File: src/rtl/pwm_duty_decoder_if.sv
// PWM pair in, recovered duty/speed/status out, seen from the decoder (slave)
// and from whoever drives the pair and consumes the reports (master).
interface pwm_duty_decoder_if;
  localparam int unsigned DW = 12;

  logic          PWM1;
  logic          PWM2;
  logic [DW-1:0] duty;
  logic [DW-1:0] spd;
  logic          vld;
  logic          ovlp;

  modport master (output PWM1, PWM2, input duty, spd, vld, ovlp);
  modport slave  (input PWM1, PWM2, output duty, spd, vld, ovlp);
endinterface

File: src/rtl/pwm_duty_decoder.sv
// Recovers the 12-bit duty and signed speed command from one complementary PWM
// pair once per period; flags shoot-through and static (edge-less) outputs.
module pwm_duty_decoder #(
  parameter int unsigned NONOVERLAP = 32,
  parameter int unsigned PERIOD_MAX = 4352,
  parameter bit          INVERT     = 1'b0
) (
  input logic               clk,
  input logic               rst_n,
  pwm_duty_decoder_if.slave pwm
);
  localparam int unsigned DW  = 12;
  localparam int unsigned CW  = 13;
  localparam int unsigned SW  = CW + 1;
  localparam int unsigned LW  = $clog2(PERIOD_MAX + 1);

  localparam logic [CW-1:0] HI_SAT   = '1;
  localparam logic [DW-1:0] DUTY_MAX = '1;
  localparam logic [DW-1:0] DUTY_MID = 12'h800;
  localparam logic [LW-1:0] LVL_TO   = LW'(PERIOD_MAX - 1);
  localparam logic [SW-1:0] NOV      = SW'(NONOVERLAP);

  typedef enum logic [1:0] {IDLE, MEAS_HI, MEAS_LO} state_e;

  state_e        state_q,   state_d;
  logic [CW-1:0] hi_cnt_q,  hi_cnt_d;
  logic [LW-1:0] lvl_cnt_q, lvl_cnt_d;
  logic [DW-1:0] duty_q,    duty_d;
  logic [DW-1:0] spd_q,     spd_d;
  logic          vld_q,     vld_d;
  logic          ovlp_q,    ovlp_d;
  logic          p1_q, p1_qq, p2_q;
  logic [1:0]    pv_q;

  logic          rise, fall, tmo, rpt;
  logic [SW-1:0] meas_sum;
  logic [DW-1:0] meas_duty, rpt_duty;
  logic [CW-1:0] duty_ext, mid_ext, spd_diff;
  logic [DW-1:0] spd_sat;

  // p1_qq only holds a real sample two cycles after reset; until then the
  // reset value would fake an edge if PWM1 is already high.
  assign rise = pv_q[1] &  p1_q & ~p1_qq;
  assign fall = pv_q[1] & ~p1_q &  p1_qq;
  assign tmo  = (lvl_cnt_q == LVL_TO) & ~rise & ~fall;

  // Report value: measured high time plus dead time, or the static level.
  always_comb begin
    meas_sum  = {1'b0, hi_cnt_q} + NOV;
    meas_duty = (meas_sum > {2'b00, DUTY_MAX}) ? DUTY_MAX : meas_sum[DW-1:0];
    if (tmo) rpt_duty = p1_q ? DUTY_MAX : '0;
    else     rpt_duty = meas_duty;
    duty_ext = {1'b0, rpt_duty};
    mid_ext  = {1'b0, DUTY_MID};
    spd_diff = INVERT ? (mid_ext - duty_ext) : (duty_ext - mid_ext);
    if (spd_diff[CW-1] == spd_diff[CW-2]) spd_sat = spd_diff[DW-1:0];
    else if (!spd_diff[CW-1])             spd_sat = 12'h7FF;
    else                                  spd_sat = 12'h800;
  end

  // Next state, counters and report outputs.
  always_comb begin
    state_d   = state_q;
    hi_cnt_d  = hi_cnt_q;
    rpt       = 1'b0;
    lvl_cnt_d = (rise | fall | tmo) ? '0 : lvl_cnt_q + LW'(1);
    duty_d    = duty_q;
    spd_d     = spd_q;
    vld_d     = 1'b0;
    ovlp_d    = ovlp_q | (p1_q & p2_q);

    // The rise cycle is itself the first high cycle, so the count starts at 1.
    unique case (state_q)
      IDLE: begin
        if (rise) begin
          hi_cnt_d = CW'(1);
          state_d  = MEAS_HI;
        end
      end
      MEAS_HI: begin
        if (fall)                           state_d  = MEAS_LO;
        else if (p1_q && hi_cnt_q != HI_SAT) hi_cnt_d = hi_cnt_q + CW'(1);
      end
      MEAS_LO: begin
        if (rise) begin
          rpt      = 1'b1;
          hi_cnt_d = CW'(1);
          state_d  = MEAS_HI;
        end
      end
      default: state_d = IDLE;
    endcase

    if (tmo) begin
      rpt      = 1'b1;
      hi_cnt_d = '0;
      state_d  = IDLE;
    end

    if (rpt) begin
      duty_d = rpt_duty;
      spd_d  = spd_sat;
      vld_d  = 1'b1;
    end
  end

  always_ff @(posedge clk) begin
    if (!rst_n) begin
      state_q   <= IDLE;
      hi_cnt_q  <= '0;
      lvl_cnt_q <= '0;
      p1_q      <= 1'b0;
      p1_qq     <= 1'b0;
      p2_q      <= 1'b0;
      pv_q      <= '0;
      duty_q    <= DUTY_MID;
      spd_q     <= '0;
      vld_q     <= 1'b0;
      ovlp_q    <= 1'b0;
    end else begin
      state_q   <= state_d;
      hi_cnt_q  <= hi_cnt_d;
      lvl_cnt_q <= lvl_cnt_d;
      p1_q      <= pwm.PWM1;
      p1_qq     <= p1_q;
      p2_q      <= pwm.PWM2;
      pv_q      <= {pv_q[0], 1'b1};
      duty_q    <= duty_d;
      spd_q     <= spd_d;
      vld_q     <= vld_d;
      ovlp_q    <= ovlp_d;
    end
  end

  assign pwm.duty = duty_q;
  assign pwm.spd  = spd_q;
  assign pwm.vld  = vld_q;
  assign pwm.ovlp = ovlp_q;
endmodule

File: src/flat_wrapper.sv
// flat-port wrapper written by rule: the top's interface ports become plain ports
module pwm_duty_decoder_flat 
#(
  parameter int unsigned NONOVERLAP = 32,
  parameter int unsigned PERIOD_MAX = 4352,
  parameter bit          INVERT     = 1'b0
)
  (clk, rst_n, pwm_PWM1, pwm_PWM2, pwm_duty, pwm_spd, pwm_vld, pwm_ovlp);
  pwm_duty_decoder_if pwm_i ();
  input logic clk;
  input logic rst_n;
  input wire logic [$bits(pwm_i.PWM1)-1:0] pwm_PWM1;
  input wire logic [$bits(pwm_i.PWM2)-1:0] pwm_PWM2;
  output wire logic [$bits(pwm_i.duty)-1:0] pwm_duty;
  output wire logic [$bits(pwm_i.spd)-1:0] pwm_spd;
  output wire logic [$bits(pwm_i.vld)-1:0] pwm_vld;
  output wire logic [$bits(pwm_i.ovlp)-1:0] pwm_ovlp;
  assign pwm_i.PWM1 = pwm_PWM1;
  assign pwm_i.PWM2 = pwm_PWM2;
  assign pwm_duty = pwm_i.duty;
  assign pwm_spd = pwm_i.spd;
  assign pwm_vld = pwm_i.vld;
  assign pwm_ovlp = pwm_i.ovlp;
  pwm_duty_decoder #(.NONOVERLAP(NONOVERLAP), .PERIOD_MAX(PERIOD_MAX), .INVERT(INVERT)) u_core (.clk(clk), .rst_n(rst_n), .pwm(pwm_i));
endmodule
File: config.mk
export PLATFORM = sky130hd
export DESIGN_NAME = pwm_duty_decoder_flat
export DESIGN_NICKNAME = d
export VERILOG_FILES = /design/src/rtl/pwm_duty_decoder_if.sv /design/src/rtl/pwm_duty_decoder.sv /design/src/flat_wrapper.sv
export SDC_FILE = /design/constraint.sdc
export NUM_CORES = 1
export LEC_CHECK = 0
export CORE_ASPECT_RATIO = 1.4
export CORE_MARGIN = 3
export CORE_UTILIZATION = 40
export DETAILED_ROUTE_END_ITERATION = 8
export PLACE_DENSITY = 0.62
export SETUP_SLACK_MARGIN = 0.2
export SYNTH_ARGS = -nofsm -noshare
export SYNTH_HDL_FRONTEND = slang
export SYNTH_SLANG_ARGS = --single-unit
File: constraint.sdc
create_clock -name clk -period 1.8 [get_ports clk]
set_input_delay 0.18 -clock clk [delete_from_list [all_inputs] [get_ports clk]]
set_output_delay 0.18 -clock clk [all_outputs]
set_load 0.05 [all_outputs]
* After elaboration in Yosys (flattened, before gate mapping)
Index checks and enable logic that the tools add are counted.
** Word-level totals
- Input bits :: 4
- Bits in registers :: 59
- Output and inout port bits :: 26
- Word-level logic and storage cells :: 66
** Cells by class
- Equality and inequality tests :: 9
- Reductions and logical operators :: 8
- Order comparisons :: 1
- Muxes and demuxes :: 17
- Bitwise logic cells :: 15
- Add/subtract/negate cells :: 4
** Operators by type and width (count)
- $mux W12 :: 5
- $mux W13 :: 3
- $add A13 B1 Y13 const B :: 2
- $pmux W13 S2 :: 1
- $add A13 B6 Y14 const B :: 1
- $gt A14 B12 Y1 const B :: 1
- $eq A13 B13 Y1 const B :: 1
- $ne A13 B13 Y1 const B :: 1
- $sub A12 B12 Y13 const B :: 1
- $and A1 B1 Y1 :: 7
- $ne A2 B1 Y1 const B :: 3
- $reduce_or A2 Y1 :: 3
- $mux W1 :: 5
- $not A1 Y1 :: 5
- $mux W2 :: 2
- $pmux W2 S2 :: 1
- $reduce_and A4 Y1 :: 1
- $or A1 B1 Y1 :: 3
- $eq A2 B1 Y1 const B :: 1
- $eq A2 B2 Y1 const B :: 1
- $logic_not A2 Y1 :: 1
- $ne A2 B2 Y1 const B :: 1
- $reduce_and A2 Y1 :: 1
- $reduce_bool A2 Y1 :: 1
- other kinds (2) :: 2

* Longest topological paths before layout
Gate-level depths: netlist (run 1).
- Depth in word-level cells :: 9
- Gate-level depth with buffers :: 6
- Gate-level depth less buffers :: 6

* Worst setup path after synthesis (run 1)
OpenSTA, ideal clock, no wires.
- Path type :: register -> register
- Start :: register u_core.hi_cnt_q[0]
- End :: register u_core.hi_cnt_q[7]
- Setup time :: 0.114 ns
- Stages on the path, launching flop included :: 7
- Required time :: 1.686 ns
- Path slack :: 0.026 ns
- Data arrival time :: 1.660 ns
- Period minus slack after synthesis :: 1.774 ns
- Buffers on the path :: 0
- Cells stage by stage :: dfxtp_1 ha_1 and3_1 and3_1 a211o_1 o2111a_1 a21o_1
** Between the ends
- Longest elaborated chain between the ends :: 4
- Elaborated cells between the ends (all ways) :: 8
- Those cells by class :: add/sub: 1; eq/ne: 2; mux: 3; reduce/logical: 2
** Ends and longest elaborated chain
- start, declared :: line pwm_duty_decoder.sv:26 : logic [CW-1:0] hi_cnt_q, hi_cnt_d;
- start signal, assigned :: line pwm_duty_decoder.sv:122 : hi_cnt_q <= hi_cnt_d;
- $add A13 B1 Y13 or $ne A13 B13 Y1 (tied branches) :: line pwm_duty_decoder.sv:82 : else if (p1_q && hi_cnt_q != HI_SAT) hi_cnt_d = hi_cnt_q + CW'(1);
- $mux W13 or $logic_and A1 B1 Y1 (tied branches) :: line pwm_duty_decoder.sv:82
- $mux W13 or $ne A2 B1 Y1 (tied branches)
- $pmux W13 S2 or $reduce_and A4 Y1 (tied branches)
Parallel ways exist; a longest one is shown, timed or not. The select of a mux whose other input is x is not followed.
A chain may end at the register's enable or synchronous reset.

* Final worst setup path (run 1)
- Start :: register u_core.lvl_cnt_q[8]
- End :: register u_core.duty_q[10] (netlist: u_core.pwm.duty[10])
** Between the ends
- Longest elaborated chain between the ends :: 4
- Elaborated cells between the ends (all ways) :: 5
- Those cells by class :: eq/ne: 1; mux: 2; bitwise: 2
** Ends and longest elaborated chain
- start, declared :: line pwm_duty_decoder.sv:27 : logic [LW-1:0] lvl_cnt_q, lvl_cnt_d;
- start signal, assigned :: line pwm_duty_decoder.sv:123 : lvl_cnt_q <= lvl_cnt_d;
- $eq A13 B13 Y1 (*) :: line pwm_duty_decoder.sv:45 : assign tmo = (lvl_cnt_q == LVL_TO) & ~rise & ~fall;
- $and A1 B1 Y1 (*) (2 in a row) :: line pwm_duty_decoder.sv:45
- $mux W12 or $mux W1 (tied branches) :: line pwm_duty_decoder.sv:51, pwm_duty_decoder.sv:94
- end signal, assigned :: line pwm_duty_decoder.sv:128 : duty_q <= duty_d;
- end, declared :: line pwm_duty_decoder.sv:28 : logic [DW-1:0] duty_q, duty_d;
Every way passes the cells marked *; elsewhere a longest branch is shown, timed or not.

==> results by group, run 1 <==
Critical path
  • Worst-path cell chain: or4b_4, nor4_4, buf_6, buf_12, nand2_4, o21ai_2, a31oi_1
  • Worst setup EP type: flip-flop
  • Worst EP required: 1970 ps
  • Buf+Inv Stages, Crit Path: 2
  • CP max FO: 8
  • Crit path launch type: flip-flop
  • WS Path Type: reg -> reg
  • Reg-to-reg setup timing slack: 60 ps
  • Crit-path max cell delay: 540 ps
  • Delay-heaviest family, CP: simple AND/OR/NAND/NOR gates
  • Arr. time, crit path: 1910 ps
  • Slowest-stage cell, CP: or4b_4

Clock tree
  • Max Buffers Root-to-Sink: 2
  • Clock Latency Late Sink: 300 ps
  • CTS buffer count: 5
  • CTS HTree Levels: 2
  • Clk slew on worst S/H paths: 90 ps
  • CTS tree: yes
  • CTS sink cnt: 48
  • CTS root buffer: clkbuf_8

Min path
  • Class of the worst hold path: reg -> reg

STA
  • Setup violators final: 0
  • Skew final: 11.3 ps
  • Minimum clock period: 1740 ps
  • Max-slew violations: 0
  • Slew @ Worst Pin: 496 ps
  • Relative slew slack: 67.1%
  • Fmax: 0.574 GHz
  • Period utilization: 96.8%
  • Fin. Hold Viols: 0
  • RSZ-0062 raised after global routing: true

Layout
  • Syn-to-layout area delta: 33.7%
  • Most frequent cells in the layout: 43 x dfxtp_1, 30 x nor2_1, 29 x buf_4
  • Design Area, Final: 3120 sq um
  • Final non-filler cell total: 390
  • Nets@finish: 328
  • Fill cell count: 518
  • Share of cells above drive strength 1: 26.1%
  • Most common cell after layout, fill and taps aside: dfxtp_1
  • Final antenna diode count: 0

Power and ir drop
  • LEAKAGE: 1.25 nW
  • Total power: 2.07 mW
  • Power per cell area: 663 nW/um^2
  • Worst IR Drop VDD: 0.415 mV

GRT
  • Grt ovf: 0
  • Largest net degree at the start of global routing: 15
  • Initial antenna violation count: 0
  • GRT Total Usage: 16.9%
  • Global-route wire length before repair: 9.20 mm
  • Vias in the first global route: 1992

Floorplanning
  • Die Span Y: 96.4 um
  • Die W: 70.6 um
  • Starting Density: 41.9%
  • Rows: 32
  • # IOs: 30
  • Area of the die: 6800 sq um
  • Core area: 5570 sq um

Logic synthesis
  • Netlist cell types: 43
  • Avg Inst Size Synth: 8.58 sq um
  • EDFF count, synth: 0
  • Post-synth ARST share: 0%
  • Post-synthesis sequential area ratio: 41.2%
  • Top FF cell, synth: dfxtp_1
  • Synth top area share: 41.2%
  • Syn_nets: 279
  • Synth Register Bits: 48
  • Syn. warnings: 0
  • Leading area contributor after synthesis: dfxtp_1
  • Synth Instances: 272
  • Ranking of synthesized cells by area: dfxtp_1 41%, nor2_1 5.6%, xnor2_1 4.1%
  • Syn Std Cell Area: 2330 sq um

Place
  • Placed inst area: 2840 sq um
  • I/O Buffers: 29
  • Placed cells: 378
  • Dpl hpwl: 4.06 mm
  • Routability cong.: 0.835

Routing
  • Routed WL per cell: 14.4 um
  • Length of the first detailed-routing pass in iterations: 4
  • Routed via count: 2102
  • Post-DRT Antenna Nets: 0
  • Vias/cell: 5.39
  • Final WL: 5.61 mm
  • DRC Markers: 0
  • Iter 0 DRT Violations: 110

Flow run
  • Max_cap viols: 0

Run status
  • Run status: complete, no violations
sequential cells by signal, summed over array words and instances, names as in the netlist:
name,count
u_core.pwm.ovlp,1
u_core.hi_cnt_q,13
u_core.p2_q,1
u_core.pwm.vld,1
u_core.lvl_cnt_q,13
u_core.p1_qq,1
u_core.state_q,2
u_core.pwm.spd,6
u_core.pwm.duty,7
u_core.p1_q,1
u_core.pv_q,2
synthesized netlist by cell type, drive strengths merged, types with 2 or more instances:
cell	instances
dfxtp	48
nor2	35
nand2	26
nand3	19
a21oi	13
buf	13
xnor2	11
inv	9
o2bb2ai	9
o21ai	8
and3	7
nor3	7
xor2	7
and2	6
clkbuf	6
a31oi	5
and4	5
mux2i	4
nand2b	4
nand4	4
a21o	3
ha	3
o2111ai	3
a211oi	2
nor2b	2
nor4	2
o2111a	2
worst paths after layout:
check	startpoint	to	depth (start not counted)
max	u_core.lvl_cnt_q[8]$_SDFF_PP0_	u_core.pwm.duty[10]$_SDFFE_PN0P_	7
min	u_core.pv_q[0]$_DFF_P_	u_core.pv_q[1]$_SDFF_PN0_	1
max reg2reg	u_core.lvl_cnt_q[8]$_SDFF_PP0_	u_core.pwm.duty[10]$_SDFFE_PN0P_	7
min reg2reg	u_core.pv_q[0]$_DFF_P_	u_core.pv_q[1]$_SDFF_PN0_	1
per-layer routing:
layer | track usage [%] | vias to the layer above | wire length (um)
met4 | 8.15 | 0 | 117
met5 | 0 | - | 0
met2 | 31.3 | 39 | 2980
li1 | - | 1043 | -
met3 | 2.59 | 10 | 186
met1 | 18.8 | 1010 | 2330
stage by stage:
step                      util, %  hold slack [ps]  worst slack [ps]  TNS, ps
final                        56.1              444              57.7        0
after floorplan                 -              208               101        0
after global placement       51.1              414              11.7        0
after global routing         56.1              448             -15.4    -22.8
after CTS                    53.6              439              16.7        0
after detailed placement     51.1              426             -14.0    -17.0
where the power goes:
group	leakage, nW	switching [mW]	total, mW	internal [mW]
sequential	0.391	0.0139	1.09	1.08
clock	0.0645	0.360	0.850	0.490
combinational	0.793	0.0705	0.128	0.0576
cell type report:
class / instances / area [sq um] / area share, %
tap: 68 / 85.1 / 2.73
sequential: 48 / 967 / 31.0
multi-input combinational: 196 / 1390 / 44.5
inverter: 9 / 33.8 / 1.08
clock inverter: 1 / 30.0 / 0.962
timing repair buffer: 61 / 518 / 16.6
clock buffer: 7 / 96.3 / 3.09
logic make-up after synthesis:
family	Yosys count	share of synthesized area [%]
AOI/OAI and AO/OA	50	15.4
xor gates and xnor gates	18	6.76
adders and majority gates	3	1.61
buffers and inverters	28	6.38
DFF	48	41.2
muxes	4	1.72
and+or+nand+nor	121	26.9
what timing repair did:
action	4_1_cts	5_1_grt
setup endpoints to repair	67	41
pin swaps	9	21
gates resized for setup	35	28
hold buffers	0	0
buffers inserted	1	3
Note: power is estimated with default switching activity, not from simulation.
==> inputs of run 2 (changes only) <==
- ABC_AREA: unset -> 1
- CORE_UTILIZATION: 40 -> 50
- PLACE_DENSITY: 0.62 -> 0.74
- SLEW_MARGIN: unset -> 10
==> results by group, run 2 <==
Run status
  • Run status: complete, no violations

Clock tree
  • CTS buffer count: 5 (unchanged)
  • Clk slew on worst S/H paths: 90 ps (about the same)
  • Max Buffers Root-to-Sink: 2 (unchanged)
  • CTS root buffer: clkbuf_8
  • Clock Latency Late Sink: 300 ps (about the same)
  • CTS sink cnt: 48 (unchanged)
  • CTS Hold Bufs: 0 (unchanged)
  • CTS tree: yes
  • CTS HTree Levels: 2 (unchanged)

Routing
  • Routed via count: 2380 (+13%)
  • DRC Markers: 0 (unchanged)
  • Vias/cell: 5.12 (-5.0%)
  • Length of the first detailed-routing pass in iterations: 4 (unchanged)
  • Post-DRT Antenna Nets: 0 (unchanged)
  • Iter 0 DRT Violations: 129 (+17%)
  • Final WL: 5.45 mm (-2.8%)
  • Routed WL per cell: 11.7 um (-18%)

Layout
  • Most frequent cells in the layout: 94 x nand2_1, 43 x dfxtp_1, 37 x nor2_1
  • Design Area, Final: 3070 sq um (-1.6%)
  • Final core occ: 62.5% (+6.4 points)
  • Fill cell count: 449 (-13%)
  • Syn-to-layout area delta: 19.3%
  • Most common cell after layout, fill and taps aside: nand2_1
  • Nets@finish: 408 (+24%)
  • Final non-filler cell total: 465 (+19%)
  • Share of cells above drive strength 1: 13.7% (-12 points)
  • Final antenna diode count: 0 (unchanged)

STA
  • Final hold slack: 410 ps (-34.1 ps)
  • Period utilization: 83.2% (-14 points)
  • Relative slew slack: 66.7% (-0.43 points)
  • Setup violators final: 0 (unchanged)
  • Final TNS setup: 0 ps (unchanged)
  • Slew @ Worst Pin: 499 ps (+3.66 ps)
  • Skew final: 7.21 ps (-4.14 ps)
  • Fin. Hold Viols: 0 (unchanged)
  • Fmax: 0.668 GHz (+16%)
  • Minimum clock period: 1500 ps (-245 ps)
  • Max-slew violations: 0 (unchanged)
  • RSZ-0062 raised after global routing: true

Power and ir drop
  • Worst IR Drop VDD: 0.363 mV (-12%)
  • Combinational power share: 4.5% (-1.7 points)
  • Sw power: 421 uW (-5.2%)
  • Internal power: 1.41 mW (-13%)
  • Power per cell area: 597 nW/um^2 (-10%)
  • Clk pwr share: 36.2% (-4.9 points)
  • Seq pwr share: 59.2% (+6.5 points)
  • LEAKAGE: 1.38 nW (+10%)
  • Net Sw Frac: 23.0% (+1.5 points)

Logic synthesis
  • Synth Area in Compound Gates: 6.95% (-8.5 points)
  • Largest family of logic cells by synthesized area: simple AND/OR/NAND/NOR gates
  • Most common cell in the netlist: nand2_1
  • Top FF cell, synth: dfxtp_1
  • Leading area contributor after synthesis: dfxtp_1
  • Post-synth ARST share: 0% (unchanged)
  • Synth Instances: 371 (+36%)
  • EDFF count, synth: 0 (unchanged)
  • Post-synthesis sequential area ratio: 37.3% (-3.8 points)
  • Syn. warnings: 0 (unchanged)
  • Netlist cell types: 30 (-30%)
  • Syn_nets: 378 (+35%)
  • Ranking of synthesized cells by area: dfxtp_1 37%, nand2_1 14%, nand3_1 7.4%
  • Simple-gate area share of the yosys netlist: 38.1% (+11 points)
  • Synth Area in Adders: 1.46% (-0.15 points)
  • Avg Inst Size Synth: 6.94 sq um (-19%)
  • Synth top area share: 37.3% (-3.8 points)
  • Post-synth top cells: 96 x nand2_1, 48 x dfxtp_1, 40 x nor2_1
  • Mux contribution to synthesized area: 0% (-1.7 points)
  • Synth Register Bits: 48 (unchanged)
  • Xor and xnor area share after synthesis: 4.08% (-2.7 points)
  • Syn Std Cell Area: 2570 sq um (+10%)

Place
  • I/O Buffers: 29 (unchanged)
  • Placed cells: 453 (+20%)
  • Placed inst area: 2890 sq um (+1.5%)
  • Dpl hpwl: 3.95 mm (-2.8%)
  • Routability cong.: 0.854 (+2.3%)

Floorplanning
  • # IOs: 30 (unchanged)
  • Rows: 30 (-6.3%)
  • Core area: 4920 sq um (-12%)
  • Starting Density: 52.3% (+10 points)
  • Die W: 66.6 um (-5.5%)
  • Die Span Y: 90.9 um (-5.7%)
  • Area of the die: 6060 sq um (-11%)

Critical path
  • Crit-path max cell delay: 350 ps (-190 ps)
  • Worst setup EP type: flip-flop
  • WS Path Type: reg -> reg
  • Worst-path cell chain: buf_4, nand2_2, nor2_2, nand4_1, nand2_2, nand2_1, buf_12, nor2_1, nor2_1
  • Crit path launch type: flip-flop
  • Reg-to-reg setup timing slack: 300 ps (+250 ps)
  • Worst EP required: 2000 ps (+30 ps)
  • Slowest-stage cell, CP: dfxtp_2
  • CP max FO: 12 (+4)
  • Arr. time, crit path: 1700 ps (-210 ps)

GRT
  • Grt ovf: 0 (unchanged)
  • Met2 Track Usage GR: 30.5% (-0.86 points)
  • GRT Total Usage: 19.3% (+2.4 points)
  • GR peak layer: met2
  • Met1 Use GR: 24.7% (+5.9 points)
  • Initial antenna violation count: 0 (unchanged)
  • Global-route wire length before repair: 9.38 mm (+2.0%)
  • Met3 GRT Util: 3.61% (+1.0 points)
  • Largest net degree at the start of global routing: 23 (+8)
  • Vias in the first global route: 2157 (+8.3%)

Min path
  • Class of the worst hold path: in -> reg

Flow run
  • Max_cap viols: 0 (unchanged)
[run 2: changes by cell type after synthesis, moves of 8 or more]
cell       delta
a21oi_1      +15
inv_1        +27
nand2_1      +71
nand3_1      +19
nand3b_1     +14
o2bb2ai_1     -8
[run 2: metrics by stage]
stage | setup WS [ps] | power [mW]
6_report | 303 | 1.83
5_1_grt | 176 | 1.91
4_1_cts | 204 | 1.85
3_5_place_dp | 169 | 1.19
3_3_place_gp | 202 | 1.19
2_1_floorplan | 324 | 1.17
[run 2: final cells by class]
cell class / instances / area (sq um) / area share (%)
clock buffers: 6 / 82.6 / 2.69
clock inverters: 1 / 8.76 / 0.285
inverters: 38 / 145 / 4.73
multi-input cells: 262 / 1370 / 44.5
flip-flops and latches: 48 / 970 / 31.6
well taps: 64 / 80.1 / 2.61
repair buffers: 46 / 418 / 13.6
[run 2: kinds of logic (layout without fill, tap and decap cells)]
family | after synthesis | count (layout)
flip-flops | 48 | 48
buffers and inverters | 62 | 91
adder cells (fa/ha/maj) | 3 | 3
AO/OA/AOI/OAI | 34 | 34
XOR/XNOR | 12 | 12
AND/OR/NAND/NOR | 212 | 213
[run 2: critical path: cells and delay by family (launching register included)]
kind	cells	cell delay, ps
buffers and inverters	2	300
DFF	1	350
and+or+nand+nor	7	740
[run 2: path summary, 6_finish.rpt]
kind	endpoint	depth (start not counted)	startpoint
setup / recovery	u_core.hi_cnt_q[0]$_SDFFE_PP0P_	9	u_core.hi_cnt_q[5]$_SDFFE_PP0P_
hold / removal	u_core.p1_q$_SDFF_PN0_	3	pwm_PWM1
setup reg to reg	u_core.hi_cnt_q[0]$_SDFFE_PP0P_	9	u_core.hi_cnt_q[5]$_SDFFE_PP0P_
hold reg to reg	u_core.lvl_cnt_q[0]$_SDFF_PP0_	1	u_core.lvl_cnt_q[0]$_SDFF_PP0_
[run 2: timing repair]
| item | in CTS | in global routing |
|---|---|---|
| pin swaps | 1 | 6 |
| hold endpoints to repair | 0 | 0 |
| resized for setup | 27 | 26 |
| endpoints found under the setup margin | 58 | 39 |
| buffers inserted | 1 | 3 |
| gates cloned | 0 | 1 |
[run 2: routing by layer]
layer  share of wire, %  up-vias
met5                  0        -
met4                2.8        0
met3                3.4       12
met2                 48       50
met1                 46     1091
li1                   -     1227
[run 2: power by group through the flow]
stage / logic [mW] / registers (mW) / clock network [mW]
final: 0.0833 / 1.09 / 0.664
after detailed placement: 0.0798 / 1.11 / 0
after global placement: 0.0789 / 1.11 / 0
after CTS: 0.0797 / 1.09 / 0.684
after global routing: 0.0935 / 1.09 / 0.726
after floorplan: 0.0538 / 1.11 / 0
